<file path="config.mk">
export PLATFORM = sky130hd
export DESIGN_NAME = instr_encoder
export DESIGN_NICKNAME = d
export VERILOG_FILES = /design/src/rtl/encoder_pkg.sv /design/src/rtl/enc_fifo.sv /design/src/rtl/instr_encoder.sv
export SDC_FILE = /design/constraint.sdc
export NUM_CORES = 1
export LEC_CHECK = 0
export CAP_MARGIN = 20
export CORE_MARGIN = 5
export CORE_UTILIZATION = 47
export DETAILED_ROUTE_END_ITERATION = 8
export PLACE_DENSITY = 0.76
export SLEW_MARGIN = 5
export SYNTH_ARGS = -nofsm -noshare
export SYNTH_HDL_FRONTEND = slang
export SYNTH_HIERARCHICAL = 1
export SYNTH_SLANG_ARGS = --single-unit
</file>
<file path="constraint.sdc">
create_clock -name clk -period 2.5 [get_ports clk]
set_clock_uncertainty 0.1 [all_clocks]
set_input_delay 0.375 -clock clk [delete_from_list [all_inputs] [get_ports clk]]
set_output_delay 0.375 -clock clk [all_outputs]
set_load 0.005 [all_outputs]
</file>
<file path="src/rtl/encoder_pkg.sv">
// Shared types and constants for the RV32I instruction encoder: format codes,
// opcodes, the canonical NOP, the write-FSM states and the field packer.
package encoder_pkg;

  typedef enum logic [2:0] {
    T_ILL0 = 3'b000,
    T_U    = 3'b001,
    T_J    = 3'b010,
    T_B    = 3'b011,
    T_I    = 3'b100,
    T_S    = 3'b101,
    T_R    = 3'b110,
    T_ILL7 = 3'b111
  } instr_type_e;

  localparam logic [6:0] OPC_LUI    = 7'h37;
  localparam logic [6:0] OPC_JAL    = 7'h6F;
  localparam logic [6:0] OPC_BRANCH = 7'h63;
  localparam logic [6:0] OPC_LOAD   = 7'h03;
  localparam logic [6:0] OPC_OP_IMM = 7'h13;
  localparam logic [6:0] OPC_STORE  = 7'h23;
  localparam logic [6:0] OPC_OP     = 7'h33;

  localparam logic [31:0] NOP = 32'h0000_0013;

  typedef enum logic {
    W_IDLE  = 1'b0,
    W_WRITE = 1'b1
  } wr_state_e;

  // Immediate is in decoder convention; out-of-range bits are simply dropped.
  function automatic logic [31:0] encode(
    input instr_type_e t,
    input logic [6:0]  op,
    input logic [4:0]  rd,
    input logic [4:0]  rs1,
    input logic [4:0]  rs2,
    input logic [2:0]  f3,
    input logic [6:0]  f7,
    input logic [31:0] imm
  );
    logic [31:0] w;
    w = NOP;
    case (t)
      T_U: w = {imm[31:12], rd, op};
      T_J: w = {imm[20], imm[10:1], imm[11], imm[19:12], rd, op};
      T_B: w = {imm[12], imm[10:5], rs2, rs1, f3, imm[4:1], imm[11], op};
      T_I: w = {imm[11:0], rs1, f3, rd, op};
      T_S: w = {imm[11:5], rs2, rs1, f3, imm[4:0], op};
      T_R: w = {f7, rs2, rs1, f3, rd, op};
      default: w = NOP;
    endcase
    return w;
  endfunction

endpackage

</file>
<file path="src/rtl/enc_fifo.sv">
// Synchronous FIFO holding encoded words between the stage register and the
// memory write port. DEPTH must be a power of two.
module enc_fifo #(
  parameter int DEPTH = 4,
  parameter int WIDTH = 32
) (
  input  logic                       clk,
  input  logic                       reset,
  input  logic                       push,
  input  logic                       pop,
  input  logic [WIDTH-1:0]           wdata,
  output logic [WIDTH-1:0]           rdata,
  output logic                       full,
  output logic                       empty,
  output logic [$clog2(DEPTH):0]     count
);

  localparam int AW = $clog2(DEPTH);

  logic [WIDTH-1:0] mem [DEPTH];
  logic [AW-1:0]    wr_ptr;
  logic [AW-1:0]    rd_ptr;
  logic             do_push;
  logic             do_pop;

  assign full    = (count == (AW+1)'(DEPTH));
  assign empty   = (count == '0);
  // A push into a full FIFO is legal only when the head leaves the same cycle.
  assign do_pop  = pop & ~empty;
  assign do_push = push & (~full | do_pop);
  assign rdata   = mem[rd_ptr];

  always_ff @(posedge clk) begin
    if (do_push) mem[wr_ptr] <= wdata;
  end

  always_ff @(posedge clk) begin
    if (reset) begin
      wr_ptr <= '0;
      rd_ptr <= '0;
      count  <= '0;
    end else begin
      if (do_push) wr_ptr <= wr_ptr + 1'b1;
      if (do_pop)  rd_ptr <= rd_ptr + 1'b1;
      if (do_push && !do_pop)      count <= count + 1'b1;
      else if (do_pop && !do_push) count <= count - 1'b1;
    end
  end

endmodule

</file>
<file path="src/rtl/instr_encoder.sv">
// Pipelined RV32I encoder: field set -> stage register -> FIFO -> sequential
// memory writes. Optional immediate-range checking under ENCODE_CHECK_EN.
module instr_encoder
  import encoder_pkg::*;
#(
  parameter int          FIFO_DEPTH = 4,
  parameter logic [31:0] RESET_ADDR = 32'h0000_0000
) (
  input  logic                          clk,
  input  logic                          reset,
  input  logic                          in_valid,
  output logic                          in_ready,
  input  logic [2:0]                    in_type,
  input  logic [6:0]                    in_op,
  input  logic [4:0]                    in_rd,
  input  logic [4:0]                    in_rs1,
  input  logic [4:0]                    in_rs2,
  input  logic [2:0]                    in_funct3,
  input  logic [6:0]                    in_funct7,
  input  logic [31:0]                   in_imm,
  input  logic                          addr_load,
  input  logic [31:0]                   addr_val,
  output logic                          mem_we,
  output logic [31:0]                   mem_addr,
  output logic [31:0]                   mem_wdata,
  input  logic                          mem_ack,
  output logic [$clog2(FIFO_DEPTH):0]   count,
  output logic                          busy,
  output logic                          enc_err
);

  localparam int CW = $clog2(FIFO_DEPTH) + 1;

  logic            stage_valid;
  logic [31:0]     stage_word;
  logic            accept;
  logic            push;
  logic            pop;
  logic            fifo_full;
  logic            fifo_empty;
  logic [31:0]     fifo_head;
  logic [CW-1:0]   fifo_count;
  logic [31:0]     addr;
  wr_state_e       state;

  assign pop      = (state == W_WRITE) & mem_ack;
  assign push     = stage_valid & (~fifo_full | pop);
  assign in_ready = ~stage_valid | ~fifo_full | pop;
  assign accept   = in_valid & in_ready;

  always_ff @(posedge clk) begin
    if (reset) begin
      stage_valid <= 1'b0;
      stage_word  <= '0;
    end else if (accept) begin
      stage_valid <= 1'b1;
      stage_word  <= encode(instr_type_e'(in_type), in_op, in_rd, in_rs1,
                            in_rs2, in_funct3, in_funct7, in_imm);
    end else if (push) begin
      stage_valid <= 1'b0;
    end
  end

  enc_fifo #(
    .DEPTH (FIFO_DEPTH),
    .WIDTH (32)
  ) u_fifo (
    .clk   (clk),
    .reset (reset),
    .push  (push),
    .pop   (pop),
    .wdata (stage_word),
    .rdata (fifo_head),
    .full  (fifo_full),
    .empty (fifo_empty),
    .count (fifo_count)
  );

  // Leaving WRITE looks at the push too, so a streaming source never stalls.
  always_ff @(posedge clk) begin
    if (reset) begin
      state <= W_IDLE;
    end else begin
      case (state)
        W_IDLE:  if (!fifo_empty) state <= W_WRITE;
        W_WRITE: if (mem_ack && !(fifo_count > CW'(1) || push)) state <= W_IDLE;
        default: state <= W_IDLE;
      endcase
    end
  end

  always_ff @(posedge clk) begin
    if (reset)          addr <= RESET_ADDR;
    else if (addr_load) addr <= addr_val & ~32'h3;
    else if (pop)       addr <= addr + 32'd4;
  end

  assign mem_we    = (state == W_WRITE);
  assign mem_addr  = addr;
  assign mem_wdata = mem_we ? fifo_head : '0;
  assign count     = fifo_count;
  assign busy      = stage_valid | ~fifo_empty;

`ifdef ENCODE_CHECK_EN
  logic imm_bad;

  always_comb begin
    imm_bad = 1'b0;
    case (instr_type_e'(in_type))
      T_I, T_S: imm_bad = ~(&in_imm[31:11] | ~|in_imm[31:11]);
      T_B:      imm_bad = in_imm[0] | ~(&in_imm[31:12] | ~|in_imm[31:12]);
      T_J:      imm_bad = in_imm[0] | ~(&in_imm[31:20] | ~|in_imm[31:20]);
      T_U:      imm_bad = |in_imm[11:0];
      default:  imm_bad = 1'b0;
    endcase
  end

  always_ff @(posedge clk) begin
    if (reset) enc_err <= 1'b0;
    else       enc_err <= accept & imm_bad;
  end
`else
  assign enc_err = 1'b0;
`endif

endmodule

</file>
; Word-level counts from Yosys, hierarchy flattened
; Memory sizes are Yosys's and may differ from the RTL's. A register that Yosys moved wholly into a read port is not among the register bits.
; Cells that the tools add are included.
; W data, S select, Z words.
[op_classes]
add_sub_neg = 5
magnitude_cmp = 1
n_eq_ne = 7
muxes = 15
n_bitwise = 14
n_reduce_logical = 12
[op_table]
columns = operator, n
row1 = $pmux W32 S6, 1
row2 = $mux W32, 3
row3 = $add A32 B3 Y32 const B, 1
row4 = $eq A3 B3 Y1 const B, 4
row5 = $eq A3 B2 Y1 const B, 2
row6 = $mux W1, 6
row7 = $mux W3, 2
row8 = $reduce_bool A2 Y1, 3
row9 = $and A1 B1 Y1, 5
row10 = $or A1 B1 Y1, 5
row11 = $add A2 B1 Y2 const B, 2
row12 = $mux W2, 2
row13 = $not A1 Y1, 4
row14 = $add A3 B1 Y3 const B, 1
row15 = $eq A3 B1 Y1 const B, 1
row16 = $gt A3 B1 Y1 const B, 1
row17 = $logic_and A1 B1 Y1, 3
row18 = $logic_not A1 Y1, 3
row19 = $logic_not A3 Y1, 1
row20 = $sub A3 B1 Y3 const B, 1
row21 = $pmux W1 S2, 1
row22 = $reduce_or A2 Y1, 1
row23 = $logic_or A1 B1 Y1, 1
[word_totals]
ff_bits = 73
mem_bits_rw = 128
in_bits = 104
out_inout_bits = 71
elab_cells = 63
memories = 1
[memory_table]
columns = name, depth, word_bits, read_ports, rd_clocked_by_memory_dff, wr, line_no
row1 = u_fifo.mem, 4, 32, 1, 1, 1, enc_fifo.sv:20  ; logic [WIDTH-1:0] mem [DEPTH];

; Depth between registers and ports, before layout
[logic_depth]
word_depth = 9
depth_mapped = 11
depth_no_buf = 10

; Hierarchy
; Netlist, hierarchy kept.
[modules_own_cells]
columns = mod, instances, cells_each, area_each_um2, seq_area_each_um2
row1 = enc_fifo, 1, 215, 5107.4, 4023.9
row2 = instr_encoder, 1, 517, 4047.6, 1281.2

; Least setup slack after synthesis
; No wires, ideal clock.
[synth_timing]
path_kind = flip-flop to flip-flop
startpoint = reg state (netlist: mem_we)
endpoint = reg u_fifo.count[2]
setup_ps = 70
arrival_time_ps = 2354
t_required_ps = 2330
path_slack_ps = -25
path_stages_with_launch = 11
path_buffers = 1
synth_period_minus_slack_ps = 2525
cell_sequence = dfxtp_1 -> buf_4 -> nand2_1 -> a21oi_1 -> a21boi_2 -> ha_1 -> inv_1 -> fa_1 -> xor2_1 -> or3_2 -> a21oi_1
[synth_between]
elab_chain_len = 7
word_cells_on_any_way = 12
cone_classes = 1 x mux / 6 x bitwise / 5 x reduce/logical
[synth_rtl]
columns = element, line_no
row1 = from (decl), instr_encoder.sv:44  ; wr_state_e state;
row2 = from (signal assigned), instr_encoder.sv:82  ; state <= W_IDLE;
row3 = from (signal assigned), instr_encoder.sv:85  ; W_IDLE: if (!fifo_empty) state <= W_WRITE;
row4 = from (signal assigned), instr_encoder.sv:86  ; W_WRITE: if (mem_ack && !(fifo_count > CW'(1) || push)) state <= W_IDLE;
row5 = $and A1 B1 Y1 *, instr_encoder.sv:46  ; assign pop = (state == W_WRITE) & mem_ack;
row6 = $or A1 B1 Y1 *, instr_encoder.sv:47  ; assign push = stage_valid & (~fifo_full | pop);
row7 = $and A1 B1 Y1 *, instr_encoder.sv:47
row8 = net push, instr_encoder.sv:37  ; logic push;
row9 = $and A1 B1 Y1 *, enc_fifo.sv:30  ; assign do_push = push & (~full | do_pop);
row10 = net u_fifo.do_push, enc_fifo.sv:23  ; logic do_push;
row11 = $logic_not A1 Y1, enc_fifo.sv:46  ; else if (do_pop && !do_push) count <= count - 1'b1;
row12 = $logic_and A1 B1 Y1, enc_fifo.sv:46
row13 = $reduce_bool A2 Y1 (no line), n/a
row14 = to (signal assigned), enc_fifo.sv:45  ; if (do_push && !do_pop) count <= count + 1'b1;
row15 = to (signal assigned), enc_fifo.sv:46
row16 = to (decl), enc_fifo.sv:15  ; output logic [$clog2(DEPTH):0] count
; The timed path passes the listed nets; every way through them passes the cells marked *.
; A chain may end at the register's enable or synchronous reset.

==> flow_summary.ini <==
[drt]
route.detailed.drc = 0
dr.max_layer_used = met5
drt_pre_antenna_iters = 6
final_antenna_net_count = 0
drt_wl_total_um = 24400
sum_of_met2_wire_segment_lengths_after_detailed_routing_um = 11600
wl_met3_um = 2500
post_drt_via_cell_ratio = 5.68
route.layer.met1.wl_um = 9560
route.vias.total = 6894
drtIter0Drc = 536
detail_route.wl_per_cell_um = 20.1

[global_route]
number_of_antenna_violations_at_the_first_check_in_global_routing = 2
grt_pass1_vias = 6878
grt_overflow = 0
grt_pass1_wl_um = 37700
globalRouteTotalUtil_pct = 21.7
grt_start_max_net_pins = 46

[hold_path]
timing.hold.worst.class = input pin to flip-flop
worst_hold_path.num_cells = 4

[timing]
number_of_endpoints_with_negative_hold_slack_in_the_final_report = 0
layout_worst_path_cycle_share_pct = 99.7
final_period_minus_worst_setup_slack_ns = 2.49
timing.final.setup_violations = 0
max_clock_freq_ghz = 0.401
grt_setup_unrepaired = yes
fin_setup_tns_ns = 0
slew_violations = 0
max-slew-margin-rel_pct = 27.3
max_slew.worst_pin.slew_ns = 1.09

[floorplan]
die-height_um = 150
floorplan.initialDensity_pct = 47.4
total_die_area_um2 = 22400
floorplan.rows = 51
core-area_um2 = 19300
pin_count = 175
die_w_um = 150

[synthesis]
yosys_warnings = 6
yosys_register_bits = 201
asyncSetResetFlopFracSynth_pct = 0
post_synthesis_cell_area_um2 = 9160
area_contributors_post_synth = sky130_fd_sc_hd__edfxtp_1, sky130_fd_sc_hd__dfxtp_1, sky130_fd_sc_hd__mux4_2, sky130_fd_sc_hd__and2_1, sky130_fd_sc_hd__a221oi_1
ys_dominant_reg_cell = sky130_fd_sc_hd__edfxtp_1
most_repeated_cell_in_the_gate_level_netlist_after_synthesis = sky130_fd_sc_hd__edfxtp_1
register_area_share_after_synthesis_pct = 57.9
number_of_synthesized_flops_with_an_enable_pin = 128
post_synth_inst_count = 732
ys_types = 64
netlist_top_cells_count = sky130_fd_sc_hd__edfxtp_1, sky130_fd_sc_hd__dfxtp_1, sky130_fd_sc_hd__nand2_1
yosys.area.top_type = sky130_fd_sc_hd__edfxtp_1
post_synth.cell_area_avg_um2 = 12.5
synth_top_area_share_pct = 42.0

[critical_path]
crit_path_max_incr_delay_ns = 0.48
setup.worst_path.class = flip-flop to output port
worst-path-max-fanout = 7
startpoint_type = flip-flop
timing.critical_path.slowest_stage_cell = sky130_fd_sc_hd__mux4_2
worst_path_arrival_time_ns = 2.02
cpMostUsedCell = sky130_fd_sc_hd__buf_12
cp-end-kind = output port
crit_required_ns = 2.03
critical_path_cell_by_cell = buf_12 -> buf_16 -> buf_12 -> mux4_2 -> and2_4 -> buf_6
r2r_cells = 9

[place]
portBuffers = 169
gp_congestion = 0.871
place_hpwl_um = 16300
placedCellCount = 1167

[clocking]
tritoncts = built
clk_latency_ns = 0.49
hold_buffers = 0
number_of_buffers_created_by_cts = 21
clk_pin_slew_worst_paths_ns = 0.06
ctsHtreeMaxLevel = 1
cts_root_buf = sky130_fd_sc_hd__clkbuf_16
clock_tree.buffer_depth = 3
clock-sinks = 201

[layout]
finalNonFillerCells = 1213
num-nets-final = 1044
area_delta_synth_final_pct = 33.6
drive_above_1_share_pct = 22.0
layout.filler_cells = 1485

[outcome]
run_status = finished clean

[flow_run]
max-cap-violations = 0

[power]
power-per-cell-area_nw_per_um2 = 740
irDropWorstVdd_uv = 427
power.leakage_nw = 4.37
-- metrics by stage --
step                utilization (%)  power [mW]  hold WS, ns  area [µm²]  setup slack (ns)
floorplan                         -        4.99        0.359        9170           0.00967
global placement               59.4        5.98        0.375       11500            -0.259
finish                         63.3        9.05        0.218       12200           0.00677
global route                   63.3        9.47        0.233       12200           -0.0521
detailed placement             59.4        6.02        0.388       11500            -0.332
CTS                            63.9        9.17        0.193       12400           -0.0642
-- report_power, final --
group / leakage, nW / total [mW] / internal (mW) / switching (mW)
Sequential: 1.79 / 4.00 / 3.83 / 0.175
Combinational: 2.25 / 2.03 / 1.12 / 0.905
Clock: 0.330 / 3.03 / 1.77 / 1.26
Total: 4.37 / 9.05 / 6.72 / 2.34
-- logic make-up after synthesis --
group / share of synthesized area, %
AOI/OAI and AO/OA: 12.1
xor gates and xnor gates: 1.43
adders and majority gates: 1.04
buffers and inverters: 3.96
DFF: 57.9
muxes: 10.3
other: 0.0410
and+or+nand+nor: 13.2
-- cell type report --
cell class | count | area, µm² | share of cell area [%]
Timing Repair Buffer | 229 | 2260 | 18.4
Clock buffer | 27 | 588 | 4.81
Tap cell | 265 | 332 | 2.71
Sequential cell | 201 | 5310 | 43.4
Antenna cell | 1 | 2.50 | 0.0205
Clock inverter | 10 | 86.3 | 0.706
Inverter | 29 | 109 | 0.890
Multi-Input combinational cell | 451 | 3550 | 29.0
-- flip-flops by register name, summed over array words and instances, names as in the netlist, named ones only --
register       cells
u_fifo/mem       128
mem_addr          30
stage_valid        1
u_fifo/rd_ptr      2
u_fifo/wr_ptr      2
u_fifo/count       3
stage_word        32
mem_we             1
-- what timing repair did --
action,CTS,global route
setup endpoints to repair,32,31
setup buffers,8,0
cloned,3,0
resized for setup,111,19
-- cells in the final DEF (no fill, tap or decap), types with 15 or more instances in the layout --
cell and instances:
sky130_fd_sc_hd__inv_1 29, sky130_fd_sc_hd__edfxtp_1 128, sky130_fd_sc_hd__nand3_1 17, sky130_fd_sc_hd__and2_1 17
sky130_fd_sc_hd__clkbuf_16 21, sky130_fd_sc_hd__buf_12 15, sky130_fd_sc_hd__buf_4 38, sky130_fd_sc_hd__and2_4 17
sky130_fd_sc_hd__a221oi_1 22, sky130_fd_sc_hd__mux4_2 32, sky130_fd_sc_hd__nand2_1 50, sky130_fd_sc_hd__clkdlybuf4s50_1 135
sky130_fd_sc_hd__a21oi_1 38, sky130_fd_sc_hd__nor2_1 43, sky130_fd_sc_hd__dfxtp_1 71, sky130_fd_sc_hd__a211oi_1 21
sky130_fd_sc_hd__nor3_1 19
-- final timing paths --
kind / from / end / slack, ns
hold / removal: reset / mem_addr[29] / 0.22
hold reg to reg: stage_word[28] / stage_word[28] / 0.40
setup reg to reg: u_fifo/count[1] / u_fifo/count[2] / 0.18
setup / recovery: flip-flop / mem_wdata[15] / 0.007
-- per-layer routing --
metal | vias to the layer above | global-route usage (%)
li1 | 3209 | -
met1 | 3309 | 27.8
met2 | 319 | 35.7
met3 | 53 | 6.72
met4 | 4 | 6.59
met5 | - | 0
-- worst max-delay path, delay by kind of cell (launching register included) --
kind	cells	cell delay [ns]
and+or+nand+nor	1	0.17
buffers and inverters	4	0.48
muxes	1	0.48
DFF	1	0.40
Power figures use the tool's default switching activity.
